`config.mk`:
```
export PLATFORM = sky130hd
export DESIGN_NAME = raifes_gpio_debounce
export DESIGN_NICKNAME = d
export VERILOG_FILES = /design/src/rtl/raifes_gpio_debounce_pkg.sv /design/src/rtl/raifes_gpio_debounce_bit.sv /design/src/rtl/raifes_gpio_debounce.sv
export SDC_FILE = /design/constraint.sdc
export NUM_CORES = 1
export LEC_CHECK = 0
export ABC_AREA = 1
export BUFFER_PORTS_ARGS = -buffer_cell sky130_fd_sc_hd__clkbuf_2
export CAP_MARGIN = 0
export CELL_PAD_IN_SITES_DETAIL_PLACEMENT = 1
export CELL_PAD_IN_SITES_GLOBAL_PLACEMENT = 1
export CORE_UTILIZATION = 35
export CTS_BUF_LIST = sky130_fd_sc_hd__clkbuf_8
export CTS_CLUSTER_DIAMETER = 120
export DETAILED_ROUTE_END_ITERATION = 10
export PLACE_DENSITY = 0.67
export REMOVE_ABC_BUFFERS = 1
export SLEW_MARGIN = 20
export SYNTH_ARGS = -nofsm -noshare
export SYNTH_HDL_FRONTEND = slang
export SYNTH_HIERARCHICAL = 1
export SYNTH_SLANG_ARGS = --single-unit
```
`constraint.sdc`:
```
create_clock -name clk -period 4.07 [get_ports clk]
set_input_delay 0.814 -clock clk [delete_from_list [all_inputs] [get_ports clk]]
set_output_delay 0.814 -clock clk [all_outputs]
set_load 0.005 [all_outputs]
```
`src/rtl/raifes_gpio_debounce_pkg.sv`:
```
// Shared defaults and types for the GPIO input conditioner.
// The per-bit slice reports its state through one packed struct.
package raifes_gpio_debounce_pkg;

  localparam int unsigned GPIO_WIDTH                = 8;
  localparam int unsigned GPIO_DEBOUNCE_DEFAULT     = 16;
  localparam int unsigned GPIO_SYNC_STAGES_DEFAULT  = 2;

  // Per-bit status. All fields except update are registered.
  // update is the combinational "accept new level on this edge" strobe.
  typedef struct packed {
    logic sync_s;
    logic update;
    logic stable;
    logic rise;
    logic fall;
  } gpio_bit_evt_t;

  function automatic int cnt_width(input int unsigned cycles);
    return $clog2(cycles) + 1;
  endfunction

endpackage

```
`src/rtl/raifes_gpio_debounce_bit.sv`:
```
// One GPIO input bit: synchroniser chain, stability counter, stable level
// register and one-cycle rise/fall pulses.
module raifes_gpio_debounce_bit
  import raifes_gpio_debounce_pkg::*;
#(
  parameter int unsigned SYNC_STAGES     = GPIO_SYNC_STAGES_DEFAULT,
  parameter int unsigned DEBOUNCE_CYCLES = GPIO_DEBOUNCE_DEFAULT,
  parameter logic        RESET_LEVEL     = 1'b0
) (
  input  logic          clk,
  input  logic          reset,
  input  logic          pad_i,
  output gpio_bit_evt_t evt_o
);

  localparam int CNT_W = cnt_width(DEBOUNCE_CYCLES);
  localparam logic [CNT_W-1:0] CNT_LAST = CNT_W'(DEBOUNCE_CYCLES - 1);

  logic [SYNC_STAGES-1:0] sync_q, sync_d;
  logic [CNT_W-1:0]       cnt_q, cnt_d;
  logic                   stable_q, stable_d;
  logic                   rise_q, rise_d;
  logic                   fall_q, fall_d;
  logic                   sync_s;
  logic                   update;

  assign sync_s = sync_q[SYNC_STAGES-1];

  always_comb begin
    sync_d   = {sync_q[SYNC_STAGES-2:0], pad_i};
    cnt_d    = cnt_q;
    stable_d = stable_q;
    update   = 1'b0;
    // The counter only runs while the synchronised level disagrees with the
    // accepted level; any return to agreement restarts the qualification.
    if (sync_s == stable_q) begin
      cnt_d = '0;
    end else if (cnt_q == CNT_LAST) begin
      cnt_d    = '0;
      stable_d = sync_s;
      update   = 1'b1;
    end else begin
      cnt_d = cnt_q + CNT_W'(1);
    end
    rise_d = update & sync_s;
    fall_d = update & ~sync_s;
  end

  always_ff @(posedge clk) begin
    if (reset) begin
      sync_q   <= {SYNC_STAGES{RESET_LEVEL}};
      cnt_q    <= '0;
      stable_q <= RESET_LEVEL;
      rise_q   <= 1'b0;
      fall_q   <= 1'b0;
    end else begin
      sync_q   <= sync_d;
      cnt_q    <= cnt_d;
      stable_q <= stable_d;
      rise_q   <= rise_d;
      fall_q   <= fall_d;
    end
  end

  assign evt_o = '{sync_s: sync_s, update: update, stable: stable_q,
                   rise: rise_q, fall: fall_q};

endmodule

```
`src/rtl/raifes_gpio_debounce.sv`:
```
// GPIO input conditioner: per-bit debounce slices plus the sticky pending
// register and the level interrupt toward the core.
module raifes_gpio_debounce
  import raifes_gpio_debounce_pkg::*;
#(
  parameter int unsigned WIDTH           = GPIO_WIDTH,
  parameter int unsigned SYNC_STAGES     = GPIO_SYNC_STAGES_DEFAULT,
  parameter int unsigned DEBOUNCE_CYCLES = GPIO_DEBOUNCE_DEFAULT,
  parameter logic        RESET_LEVEL     = 1'b0
) (
  input  logic             clk,
  input  logic             reset,
  input  logic [WIDTH-1:0] pad_i,
  output logic [WIDTH-1:0] gpio_i,
  output logic [WIDTH-1:0] rise_o,
  output logic [WIDTH-1:0] fall_o,
  input  logic [WIDTH-1:0] irq_rise_en_i,
  input  logic [WIDTH-1:0] irq_fall_en_i,
  input  logic [WIDTH-1:0] irq_clr_i,
  output logic [WIDTH-1:0] pending_o,
  output logic             irq_o
);

  logic [WIDTH-1:0] update, sync_s;
  logic [WIDTH-1:0] pending_q, pending_d, pend_set;

  for (genvar i = 0; i < WIDTH; i++) begin : g_bit
    gpio_bit_evt_t evt;

    raifes_gpio_debounce_bit #(
      .SYNC_STAGES    (SYNC_STAGES),
      .DEBOUNCE_CYCLES(DEBOUNCE_CYCLES),
      .RESET_LEVEL    (RESET_LEVEL)
    ) u_bit (
      .clk  (clk),
      .reset(reset),
      .pad_i(pad_i[i]),
      .evt_o(evt)
    );

    assign update[i] = evt.update;
    assign sync_s[i] = evt.sync_s;
    assign gpio_i[i] = evt.stable;
    assign rise_o[i] = evt.rise;
    assign fall_o[i] = evt.fall;
  end

  // A new edge on the same cycle as a clear keeps the flag set.
  always_comb begin
    pend_set  = (update & sync_s & irq_rise_en_i) |
                (update & ~sync_s & irq_fall_en_i);
    pending_d = pend_set | (pending_q & ~irq_clr_i);
  end

  always_ff @(posedge clk) begin
    if (reset) begin
      pending_q <= '0;
    end else begin
      pending_q <= pending_d;
    end
  end

  assign pending_o = pending_q;
  assign irq_o     = |pending_q;

endmodule

```
==> flow_summary.ini <==
[cells_and_area]
drive_above_1_share = 0.234
n_antenna_cell = 0
fillCellCount = 1351
nets = 574
syn2layout_area_growth_pct = 11.0
fin_util = 0.397
seq_area_mm2 = 0.00176
multi_input_area_mm2 = 0.00145
finalInstanceArea_mm2 = 0.00431

[clock_tree]
numCtsBuffers = 9
post-cts-setup-buffer-count = 0
clock_latency_ns = 0.35
clk_pin_slew_ns = 0.09
hold_buffers = 0
root_buffer = clkbuf_8
cts_num_sinks = 88
cts_tree = built
cts_max_level = 3
cts.repair.resized = 0
clock_path_buffers = 2

[timing]
rsz0062_at_grt = false
setup_viol = 0
max_slew_margin = 0.401
period_minus_slack_ns = 1.94
drv_slew = 0
fmax_mhz = 515
finalSetupTns_ns = 0
finalHoldViolations = 0
finalCritPeriodShare = 0.477
worst_slew_pin_slew_ns = 0.898
worst_clock_skew_ns = 0.00817

[worst_hold_path]
hold-path-endpoint = g_bit[6].u_bit/sync_q[1]
hold_depth = 2
worstHoldPathType = register to register
hold_path.startpoint = g_bit[6].u_bit/sync_q[0]

[placed_design]
port_buffers = 66
place_area_mm2 = 0.00409
dp_hpwl_um = 5860
gp_congestion = 0.709

[yosys]
synth_area_per_cell_um2 = 7.98
netlist_area_mm2 = 0.00388
yosysMostFrequentCell = dfxtp_1
ys_warn_count = 6
synth_cell_types = 15
synth_ff_type = dfxtp_1
yosys-top-cells-count = dfxtp_1 (88), inv_1 (80), nand2_1 (80), nor2_1 (76), buf_4 (40)
ys_seq_area_frac = 0.454
yosysTopAreaCell = dfxtp_1
yosysTopAreaCellShare = 0.454
synthTopCellsByArea = dfxtp_1 (45%), buf_4 (7.7%), inv_1 (7.7%), nand2_1 (7.7%), nor2_1 (7.4%)
synth_edf_count = 0
async_flop_share = 0
ys_seq_elements = 88
netlist_instances = 486

[detailed_routing]
num_vias = 2913
drtPass1Iterations = 4
ant_nets = 0
via_per_inst = 4.35
route.detailed.drc = 0
drt_iter0_drc = 50
routed_wl_um = 7400
wl_per_cell_um = 11.1

[pwr]
power.density_mw_per_mm2 = 365
seq_power_share = 0.559
switching_power_uw = 367
swShare = 0.234
p_clk_frac = 0.403
ir_worst_vdd_v = 0.000199
p_comb_frac = 0.038
p_int_mw = 1.20
p_leak_nw = 1.85
totalPowerFinal_mw = 1.57

[setup_path]
path_max_fanout = 3
critPathLaunchType = register
worst_path_largest_cell_delay_ns = 0.35
r2r-start = g_bit[1].u_bit/cnt_q[0]
worst_ep_arrival_time_ns = 1.13
critPathSlowestCell = dfxtp_1
crit_type = register to primary output
required_ns = 3.26
rrSetupSlack_ns = 2.48
path_cells = nor2_1 > nand4_1 > clkbuf_2
ff2ff_path_depth = 10
reg2reg_to = pending_o[1]
cp-end-kind = primary output

[die]
dieHeight_um = 107
fp.dieW_um = 107
coreArea_mm2 = 0.0108
design.die.area_mm2 = 0.0115
num_rows = 38
start_util = 0.358
pin_count = 67

[global_route]
grt_max_degree = 37
grtUsageTotal = 0.144
grt-ovfl-total = 0
grt_pass1_vias = 2960
grt_first_pass_wirelength_um = 13000
antenna_found_initial = 0

[run_status]
outcome = complete, no violations

[job]
drv_cap = 0
## flip-flops by register name (all words and copies together), names as in the netlist
signal	flops
g_bit.u_bit/rise_q	8
g_bit.u_bit/stable_q	8
g_bit.u_bit/cnt_q	40
pending_o	8
g_bit.u_bit/sync_q	16
g_bit.u_bit/fall_q	8
## logic make-up (layout without fill, tap and decap cells)
kind of cell,after synthesis,count (layout),synth area share
fa+ha+maj,16,16,0.0516
simple gates,229,229,0.295
buf+inv,137,180,0.171
compound gates,8,8,0.0103
xor+xnor,8,8,0.0181
flops,88,88,0.454
## worst max-delay path: cells and delay by family (launching register included)
| kind | cells | cell delay, ns |
|---|---|---|
| DFF | 1 | 0.35 |
| and+or+nand+nor | 2 | 0.29 |
| buffers and inverters | 1 | 0.14 |
## placed cells by master, fill, tap and decap left out, drive strengths merged
cell type   n
clkinv      3
nor2       76
xnor2       8
inv        99
nor3       16
nand4      17
nand2      88
dfxtp      88
ha         16
buf         1
clkbuf     76
nand3      32
a21oi       8
bufinv      1
## cell type report
cell class	instances	area share
multi-input combinational	261	0.337
timing repair buffer	67	0.0785
sequential	88	0.409
clock inverter	6	0.0177
inverter	97	0.0846
clock buffer	10	0.0320
tap	140	0.0407
## through the flow
stage / setup slack, ns / cells / hold WS (ns)
floorplan: 2.74 / 446 / 0.388
global placement: 1.85 / 653 / 0.393
detailed placement: 1.83 / 653 / 0.397
CTS: 2.10 / 669 / 0.411
global route: 2.02 / 669 / 0.426
finish: 2.13 / 669 / 0.410
## worst max-delay path by stage
stage	from	endpoint	slack, ns
2_1_floorplan	g_bit[0].u_bit/cnt_q[0]	pending_o[0]	2.74
3_3_place_gp	reset	g_bit[7].u_bit/cnt_q[0]	1.85
3_5_place_dp	reset	g_bit[7].u_bit/cnt_q[0]	1.83
4_1_cts	pending_o[4]	irq_o	2.10
5_1_grt	pending_o[6]	irq_o	2.02
6_report	pending_o[4]	irq_o	2.13
## power by group through the flow
stage | clock network, mW | registers, mW | logic [mW]
3_3_place_gp | 0 | 0.897 | 0.0591
4_1_cts | 0.660 | 0.878 | 0.0617
2_1_floorplan | 0 | 0.896 | 0.0286
3_5_place_dp | 0 | 0.898 | 0.0613
5_1_grt | 0.703 | 0.880 | 0.0690
6_report | 0.634 | 0.878 | 0.0594
## per-layer routing
| metal | global-route usage | vias up | share of wire |
|---|---|---|---|
| met5 | 0 | - | 0 |
| met4 | 0.0558 | 0 | 0.013 |
| met3 | 0.0303 | 10 | 0.034 |
| met2 | 0.247 | 45 | 0.49 |
| met1 | 0.176 | 1341 | 0.47 |
| li1 | - | 1517 | - |
No activity file was read; power rests on OpenSTA's default activity.
